<file path="src/rtl/key_set_ctrl.sv">
// key_set_ctrl
//   Time-set sequencer for the seg clock. Two debounced key levels (MODE, INC)
//   and a periodic tick drive a RUN / SET_HOUR / SET_MIN / SET_SEC state machine
//   that issues one-cycle increment strobes to the hour/min/sec counters.
//   An idle timeout returns a set state to RUN.
//
//   Optional feature: define KEY_AUTO_REPEAT_EN to enable auto-repeat on a held
//   INC key (first repeat after LONG_TICKS ticks, then every REPEAT_TICKS ticks).
//   LONG_TICKS and REPEAT_TICKS must be at least 1. TIMEOUT_TICKS = 0 disables
//   the idle timeout.
//
// Ports
//   i_clk       in   system clock, all logic on posedge
//   i_reset_n   in   asynchronous active-low reset
//   i_tick      in   one-cycle timing strobe; hold and idle timing count it
//   i_key_mode  in   debounced MODE key level
//   i_key_inc   in   debounced INC key level
//   o_mode      out  current state: 0=RUN 1=SET_HOUR 2=SET_MIN 3=SET_SEC
//   o_run_en    out  high only in RUN
//   o_inc_hour  out  one-cycle increment strobe, hour field
//   o_inc_min   out  one-cycle increment strobe, minute field
//   o_inc_sec   out  one-cycle increment strobe, second field
//   o_timeout   out  one-cycle strobe when the idle timeout forces RUN
//
// o_mode is the state register itself, so it doubles as the FSM debug view.
module key_set_ctrl #(
   parameter logic        KEY_PRESSED_LVL = 1'b0,
   parameter int unsigned LONG_TICKS      = 500,
   parameter int unsigned REPEAT_TICKS    = 100,
   parameter int unsigned TIMEOUT_TICKS   = 10000
) (
   input  logic       i_clk,
   input  logic       i_reset_n,
   input  logic       i_tick,
   input  logic       i_key_mode,
   input  logic       i_key_inc,
   output logic [1:0] o_mode,
   output logic       o_run_en,
   output logic       o_inc_hour,
   output logic       o_inc_min,
   output logic       o_inc_sec,
   output logic       o_timeout
);

   typedef enum logic [1:0] {
      ST_RUN      = 2'd0,
      ST_SET_HOUR = 2'd1,
      ST_SET_MIN  = 2'd2,
      ST_SET_SEC  = 2'd3
   } state_t;

   localparam int unsigned        IDLE_W    = (TIMEOUT_TICKS > 0) ? $clog2(TIMEOUT_TICKS + 1) : 1;
   localparam logic [IDLE_W-1:0]  IDLE_MAX  = IDLE_W'(TIMEOUT_TICKS);
   localparam logic [IDLE_W-1:0]  IDLE_LAST = IDLE_W'((TIMEOUT_TICKS > 0) ? TIMEOUT_TICKS - 1 : 0);

   state_t              state_q, state_d;
   logic                mode_prev_q, inc_prev_q;
   logic [IDLE_W-1:0]   idle_q, idle_d;
   logic                run_en_q, inc_hour_q, inc_min_q, inc_sec_q, timeout_q;

   logic                mode_edge, inc_edge, in_set;
   logic                timeout_hit, inc_accept, rpt_fire, rpt_strobe, inc_strobe;

   // Previous-level regs reset to 0; with an active-low key this means a key
   // held through reset is treated as already pressed and gives no edge.
   assign mode_edge = (mode_prev_q != KEY_PRESSED_LVL) && (i_key_mode == KEY_PRESSED_LVL);
   assign inc_edge  = (inc_prev_q  != KEY_PRESSED_LVL) && (i_key_inc  == KEY_PRESSED_LVL);
   assign in_set    = (state_q != ST_RUN);

   // The timeout fires on the tick that brings the idle count to TIMEOUT_TICKS.
   // A MODE edge in the same cycle takes precedence; an INC edge does not.
   assign timeout_hit = (TIMEOUT_TICKS != 0) && in_set && i_tick &&
                        (idle_q == IDLE_LAST) && !mode_edge;
   assign inc_accept  = in_set && inc_edge && !mode_edge && !timeout_hit;
   assign rpt_strobe  = rpt_fire && !mode_edge && !timeout_hit && !inc_accept;
   assign inc_strobe  = inc_accept || rpt_strobe;

   always_comb begin
      state_d = state_q;
      if (mode_edge) begin
         case (state_q)
            ST_RUN:      state_d = ST_SET_HOUR;
            ST_SET_HOUR: state_d = ST_SET_MIN;
            ST_SET_MIN:  state_d = ST_SET_SEC;
            default:     state_d = ST_RUN;
         endcase
      end else if (timeout_hit) begin
         state_d = ST_RUN;
      end
   end

   // Idle counter: runs only in set states; any activity restarts it.
   always_comb begin
      idle_d = idle_q;
      if (!in_set || mode_edge || inc_edge || rpt_fire || timeout_hit) begin
         idle_d = '0;
      end else if (i_tick && (idle_q != IDLE_MAX)) begin
         idle_d = idle_q + 1'b1;
      end
   end

`ifdef KEY_AUTO_REPEAT_EN
   localparam int unsigned        HOLD_TOP  = (LONG_TICKS > REPEAT_TICKS) ? LONG_TICKS : REPEAT_TICKS;
   localparam int unsigned        HOLD_W    = $clog2(HOLD_TOP + 1);
   localparam logic [HOLD_W-1:0]  HOLD_MAX  = HOLD_W'(HOLD_TOP);
   localparam logic [HOLD_W-1:0]  LONG_LAST = HOLD_W'(LONG_TICKS - 1);
   localparam logic [HOLD_W-1:0]  REP_LAST  = HOLD_W'(REPEAT_TICKS - 1);

   logic                inc_pressed;
   logic                rpt_armed_q, rpt_armed_d;
   logic                rpt_first_q, rpt_first_d;
   logic [HOLD_W-1:0]   hold_q, hold_d;

   assign inc_pressed = (i_key_inc == KEY_PRESSED_LVL);
   // rpt_first selects the long initial delay versus the shorter repeat period.
   assign rpt_fire    = rpt_armed_q && inc_pressed && i_tick &&
                        (hold_q == (rpt_first_q ? LONG_LAST : REP_LAST));

   always_comb begin
      rpt_armed_d = rpt_armed_q;
      rpt_first_d = rpt_first_q;
      hold_d      = hold_q;
      if (mode_edge || timeout_hit || !inc_pressed) begin
         rpt_armed_d = 1'b0;
         rpt_first_d = 1'b1;
         hold_d      = '0;
      end else if (inc_accept) begin
         rpt_armed_d = 1'b1;
         rpt_first_d = 1'b1;
         hold_d      = '0;
      end else if (rpt_strobe) begin
         rpt_first_d = 1'b0;
         hold_d      = '0;
      end else if (rpt_armed_q && i_tick && (hold_q != HOLD_MAX)) begin
         hold_d = hold_q + 1'b1;
      end
   end

   always_ff @(posedge i_clk or negedge i_reset_n) begin
      if (!i_reset_n) begin
         rpt_armed_q <= 1'b0;
         rpt_first_q <= 1'b1;
         hold_q      <= '0;
      end else begin
         rpt_armed_q <= rpt_armed_d;
         rpt_first_q <= rpt_first_d;
         hold_q      <= hold_d;
      end
   end
`else
   assign rpt_fire = 1'b0;
`endif

   always_ff @(posedge i_clk or negedge i_reset_n) begin
      if (!i_reset_n) begin
         state_q     <= ST_RUN;
         mode_prev_q <= 1'b0;
         inc_prev_q  <= 1'b0;
         idle_q      <= '0;
         run_en_q    <= 1'b1;
         inc_hour_q  <= 1'b0;
         inc_min_q   <= 1'b0;
         inc_sec_q   <= 1'b0;
         timeout_q   <= 1'b0;
      end else begin
         state_q     <= state_d;
         mode_prev_q <= i_key_mode;
         inc_prev_q  <= i_key_inc;
         idle_q      <= idle_d;
         run_en_q    <= (state_d == ST_RUN);
         // A strobe never coincides with a state change, so state_q names the field.
         inc_hour_q  <= inc_strobe && (state_q == ST_SET_HOUR);
         inc_min_q   <= inc_strobe && (state_q == ST_SET_MIN);
         inc_sec_q   <= inc_strobe && (state_q == ST_SET_SEC);
         timeout_q   <= timeout_hit;
      end
   end

   assign o_mode     = state_q;
   assign o_run_en   = run_en_q;
   assign o_inc_hour = inc_hour_q;
   assign o_inc_min  = inc_min_q;
   assign o_inc_sec  = inc_sec_q;
   assign o_timeout  = timeout_q;

endmodule

</file>
<file path="config.mk">
export PLATFORM = sky130hd
export DESIGN_NAME = key_set_ctrl
export DESIGN_NICKNAME = d
export VERILOG_FILES = /design/src/rtl/key_set_ctrl.sv
export SDC_FILE = /design/constraint.sdc
export NUM_CORES = 1
export LEC_CHECK = 0
export CAP_MARGIN = 25
export CORE_MARGIN = 8
export CORE_UTILIZATION = 33
export CTS_CLUSTER_SIZE = 14
export DETAILED_ROUTE_END_ITERATION = 6
export DONT_BUFFER_PORTS = 1
export PLACE_DENSITY_LB_ADDON = 0.12
export SLEW_MARGIN = 20
export SYNTH_ARGS = -nofsm -noshare
export SYNTH_HDL_FRONTEND = slang
export SYNTH_SLANG_ARGS = --single-unit
</file>
<file path="constraint.sdc">
create_clock -name i_clk -period 2 [get_ports i_clk]
set_input_delay 0.3 -clock i_clk [delete_from_list [all_inputs] [get_ports i_clk]]
set_output_delay 0.3 -clock i_clk [all_outputs]
set_load 0.03 [all_outputs]
</file>
After elaboration in Yosys (flattened, before gate mapping)
Index checks and enable logic that the tools add are counted.
Storage, ports and cells
  register bits after elaboration: 23
  bits of input ports: 5
  word-level logic and storage cells: 44
Operators by class
  reductions and logical operators: 22
  add/subtract/negate cells: 1
  bitwise operators: 2
  equal/unequal tests: 5
  muxes and demuxes: 5
Operator list (count)
  $mux W14: 2
  $add A14 B1 Y14 const B: 1
  $eq A14 B14 Y1 const B: 1
  $ne A14 B14 Y1 const B: 1
  $logic_and A1 B1 Y1: 12
  $pmux W2 S3: 1
  $eq A2 B2 Y1 const B: 2
  $logic_not A2 Y1: 2
  $mux W2: 2
  $reduce_bool A2 Y1: 2
  $logic_not A1 Y1: 3
  $logic_or A1 B1 Y1: 3
  $eq A2 B1 Y1 const B: 1
  $not A1 Y1: 2

Depth between registers and ports, before layout
  word-level depth: 7
  mapped depth: 6
  depth with buffers taken out: 6

Least setup slack after synthesis
Ideal clock, no wire load.
  kind: flip-flop to flip-flop
  start: register idle_q[6]
  end: register inc_hour_q (netlist: o_inc_hour)
  arrival: 1638 ps
  cell stages (with the launch flop): 5
  data required time: 1881 ps
  clock period less this slack: 1757 ps
  slack: 243 ps
  path through: dfrtp_1 -> or3b_1 -> or4_4 -> nor3b_1 -> and2_1
On the way
  cells in the longest elaborated chain, start to end: 6
Ends and longest elaborated chain
  from (decl): line 58  | logic [IDLE_W-1:0] idle_q, idle_d;
  from (signal assigned): line 169  | idle_q <= idle_d;
  $eq A14 B14 Y1: line 73  | (idle_q == IDLE_LAST) && !mode_edge;
  $logic_and A1 B1 Y1: line 72  | assign timeout_hit = (TIMEOUT_TICKS != 0) && in_set && i_tick &&
  $logic_and A1 B1 Y1: line 73
  $logic_not A1 Y1
  $logic_and A1 B1 Y1: line 74  | assign inc_accept = in_set && inc_edge && !mode_edge && !timeout_hit;
  $logic_and A1 B1 Y1: line 172  | inc_hour_q <= inc_strobe && (state_q == ST_SET_HOUR);
  to (signal assigned): line 172
  to (decl): line 59  | logic run_en_q, inc_hour_q, inc_min_q, inc_sec_q, timeout_q;
No other way between the ends.
A chain may end at the register's enable or synchronous reset.

Final worst setup path
  start: register idle_q[6]
  end: register inc_sec_q (netlist: o_inc_sec)
On the way
  cells in the longest elaborated chain, start to end: 6
Ends and longest elaborated chain
  $eq A14 B14 Y1: line 73
  $logic_and A1 B1 Y1: line 72
  $logic_and A1 B1 Y1: line 73
  $logic_not A1 Y1
  $logic_and A1 B1 Y1: line 74
  $logic_and A1 B1 Y1: line 174  | inc_sec_q <= inc_strobe && (state_q == ST_SET_SEC);
  to (signal assigned): line 174
  to (decl): line 59
No other way between the ends.

==> impl_results.md <==
- Status: completed
- # IOs: 12
- Post-layout min period: 1.853 ns
- # diodes: 0
- Synth Area in Compound Gates: 4.899%
- Max-capacitance violation count: 0
- Post-Synth XOR/XNOR Area: 8.946%
- Routability cong.: 0.7361
- Max Clk Rate: 0.5396 GHz
- Crit path required time: 2.21 ns
- First-pass GRT wire length: 3691 um
- PortBufs: 0
- CP max-delay cell: or4_4
- VDD IR max: 0.2010 mV
- Final setup violation count: 0
- Drt via density: 4.713
- Dpl ws: 0.1697 ns
- Synth area leader: dfrtp_1
- Fillers: 347
- Synth Instances: 111
- Worst setup SP type: flop
- Power Density: 842.6 mW/mm^2
- DP HPWL: 1591 um
- Synth cell count leaders: dfrtp_1, nor2_1, xnor2_1
- CTS resizes: 0
- RSZ-0062 raised after global routing: no
- Final setup margin: 0.1466 ns
- Syn. warnings: 0
- NetSw: 0.3900 mW
- Setup Fix Bufs, Post-CTS: 0
- Critical path's top delay family: simple AND/OR/NAND/NOR gates
- Clk root buf: clkbuf_4
- Final instance area: 0.001306 mm^2
- Initial core utilization: 34.66%
- Worst slew pin tran: 0.5128 ns
- Die Span Y: 75.67 um
- Post-Route WL: 2194 um
- Die ar.: 0.005725 mm^2
- Data arrival, critical path: 2.07 ns
- Share of cells above drive strength 1: 11.57%
- Post-CTS Hold Buffers: 3
- Crit share post-route: 92.67%
- Synth top area cells: dfrtp_1, xnor2_1, ha_1
- Hold Fails Final Rpt: 0
- Largest stage delay, worst path: 0.56 ns
- Initial DRC Count: 44
- Avg Cell Area, Syn: 10.58 um^2
- CTS sink count: 23
- Initial DRT Pass Iterations: 4
- CTS tree: yes
- Total power: 1.101 mW
- Combinational share of power: 27.8%
- Initial antenna violation count: 0
- Die Width: 75.67 um
- Crit end category: flop
- Async set or reset register ratio after synthesis: 100.0%
- Worst Path Max Fanout: 3
- Total GRT Usage: 8.589%
- Flops & latches, synth: 23
- DRC violations left: 0
- Post-route setup TNS: 0 ns
- Final slew viol count: 0
- H-tree Lvls: 1
- Post-route ant nets: 0
- Register share of total power: 52.5%
- GRT overflow: 0
- Max clock buf depth: 2
- CP Cell Sequence: or3b_1, or4_4, nor3b_1, and2_1
- HP Class: in -> reg
- Worst relative slew slack: 65.81%
- Sequential-to-total area share from yosys stat: 49.09%
- Core region area: 0.003390 mm^2
- Post-synth EDFFs: 0
- Mapped cell area: 0.001175 mm^2
- Netlist cell types: 32
- Most frequent cell after synthesis: dfrtp_1
- Cell Area, Placed: 0.001244 mm^2
- Area delta synth->final: 11.18%
- Clock Pin Slew Worst Setup and Hold Paths: 0.13 ns
- Clock power share: 19.7%
- Vias in the first global route: 823
- Main combinational cell family by area after synthesis: simple AND/OR/NAND/NOR gates
- Clock latency on the worst-skew pair: 0.31 ns
- Simple-gate share of the synthesized area: 26.62%
- Routed vias: 787
- Main flop type after synthesis: dfrtp_1
- Syn nets: 122
- Final nets: 133
- Clock Skew: 0.003587 ns
- Area fraction of the dominant cell type after synthesis: 46.86%
- Largest net degree at the start of global routing: 24
- Net switching fraction of the power: 35.43%
- Adder-cell share of the synthesized area: 6.390%
- DR WL/cell: 13.14 um
- Proportion of synthesized area in mux cells: 0.8520%
- Internal power: 0.7106 mW
- Leakage Power: 0.5195 nW
- WP buf/inv: 0
- Cell row count: 21
- TritonCTS buffer count: 3
- Setup Crit Path Kind: reg -> reg
[cells in the final DEF, fill, tap and decap left out, drive strengths merged, types with 4 or more instances in the layout]
master / synthesis / layout
dfrtp: 22 / 22
nor2: 18 / 18
xnor2: 10 / 10
inv: 7 / 7
nand2: 7 / 7
ha: 6 / 6
nor4: 5 / 5
nand4: 4 / 4
buf: 1 / 4
[tightest hold or removal path: stages]
cell     delay, ns
nand2_1       0.03
nand2_1       0.05
a21oi_1       0.06
[logic make-up (layout without fill, tap and decap cells)]
kind of cell	after synthesis	in the layout
AND/OR/NAND/NOR	54	54
buffers and inverters	8	18
AO/OA/AOI/OAI	7	7
flip-flops	23	23
multiplexers	1	1
XOR/XNOR	12	12
adder cells (fa/ha/maj)	6	6
[registers in the layout, summed over array words and instances (netlist names)]
| signal | count |
|---|---|
| idle_q | 14 |
| o_mode | 2 |
| inc_prev_q | 1 |
| mode_prev_q | 1 |
| o_inc_hour | 1 |
| o_inc_min | 1 |
| o_inc_sec | 1 |
| o_run_en | 1 |
| o_timeout | 1 |
[routing by layer]
layer	vias to the layer above	global-route usage (%)	part of all wire (%)	routed length, um
met5	-	0	0	0
met2	12	14.67	48	1058
li1	404	-	-	-
met3	2	1.974	4.1	90
met4	0	4.478	1.0	22
met1	369	9.735	47	1022
[path summary, 6_finish.rpt]
check                                       from  cells after the start               endpoint  slack [ns]
max                        idle_q[6]$_DFFE_PN0P_                      4    o_inc_sec$_DFF_PN0_        0.15
min                                       i_tick                      3  idle_q[2]$_DFFE_PN0P_        0.16
max reg2reg                idle_q[6]$_DFFE_PN0P_                      4    o_inc_sec$_DFF_PN0_        0.15
min reg2reg                idle_q[6]$_DFFE_PN0P_                      2  idle_q[6]$_DFFE_PN0P_        0.59
max in group asynchronous              i_reset_n                      2     o_run_en$_DFF_PN1_        1.16
min in group asynchronous              i_reset_n                      2  idle_q[2]$_DFFE_PN0P_        0.48
[per-stage QoR]
stage / utilization [%] / hold slack (ns) / instances
6_report: 38.54 / 0.1614 / 167
5_1_grt: 38.54 / 0.1403 / 167
4_1_cts: 38.39 / 0.1401 / 166
3_5_place_dp: 36.69 / 0.005356 / 159
3_3_place_gp: 36.69 / 0.005122 / 159
2_1_floorplan: - / 0.004409 / 111
[layout make-up]
class,count,area (um^2),share of cell area (%)
clock buffer,3,22.52,1.724
clock inverter,1,5.005,0.3831
inverter,7,26.28,2.011
multi-input combinational,80,560.5,42.91
sequential,23,576.8,44.16
tap,46,57.56,4.406
timing repair buffer,7,57.56,4.406
[power by group through the flow]
stage / clock network [mW] / logic (mW) / registers (mW)
2_1_floorplan: 0 / 0.178 / 0.633
3_3_place_gp: 0 / 0.291 / 0.588
3_5_place_dp: 0 / 0.297 / 0.588
4_1_cts: 0.235 / 0.312 / 0.579
5_1_grt: 0.246 / 0.343 / 0.582
6_report: 0.217 / 0.306 / 0.577
Note: power is estimated with default switching activity, not from simulation.
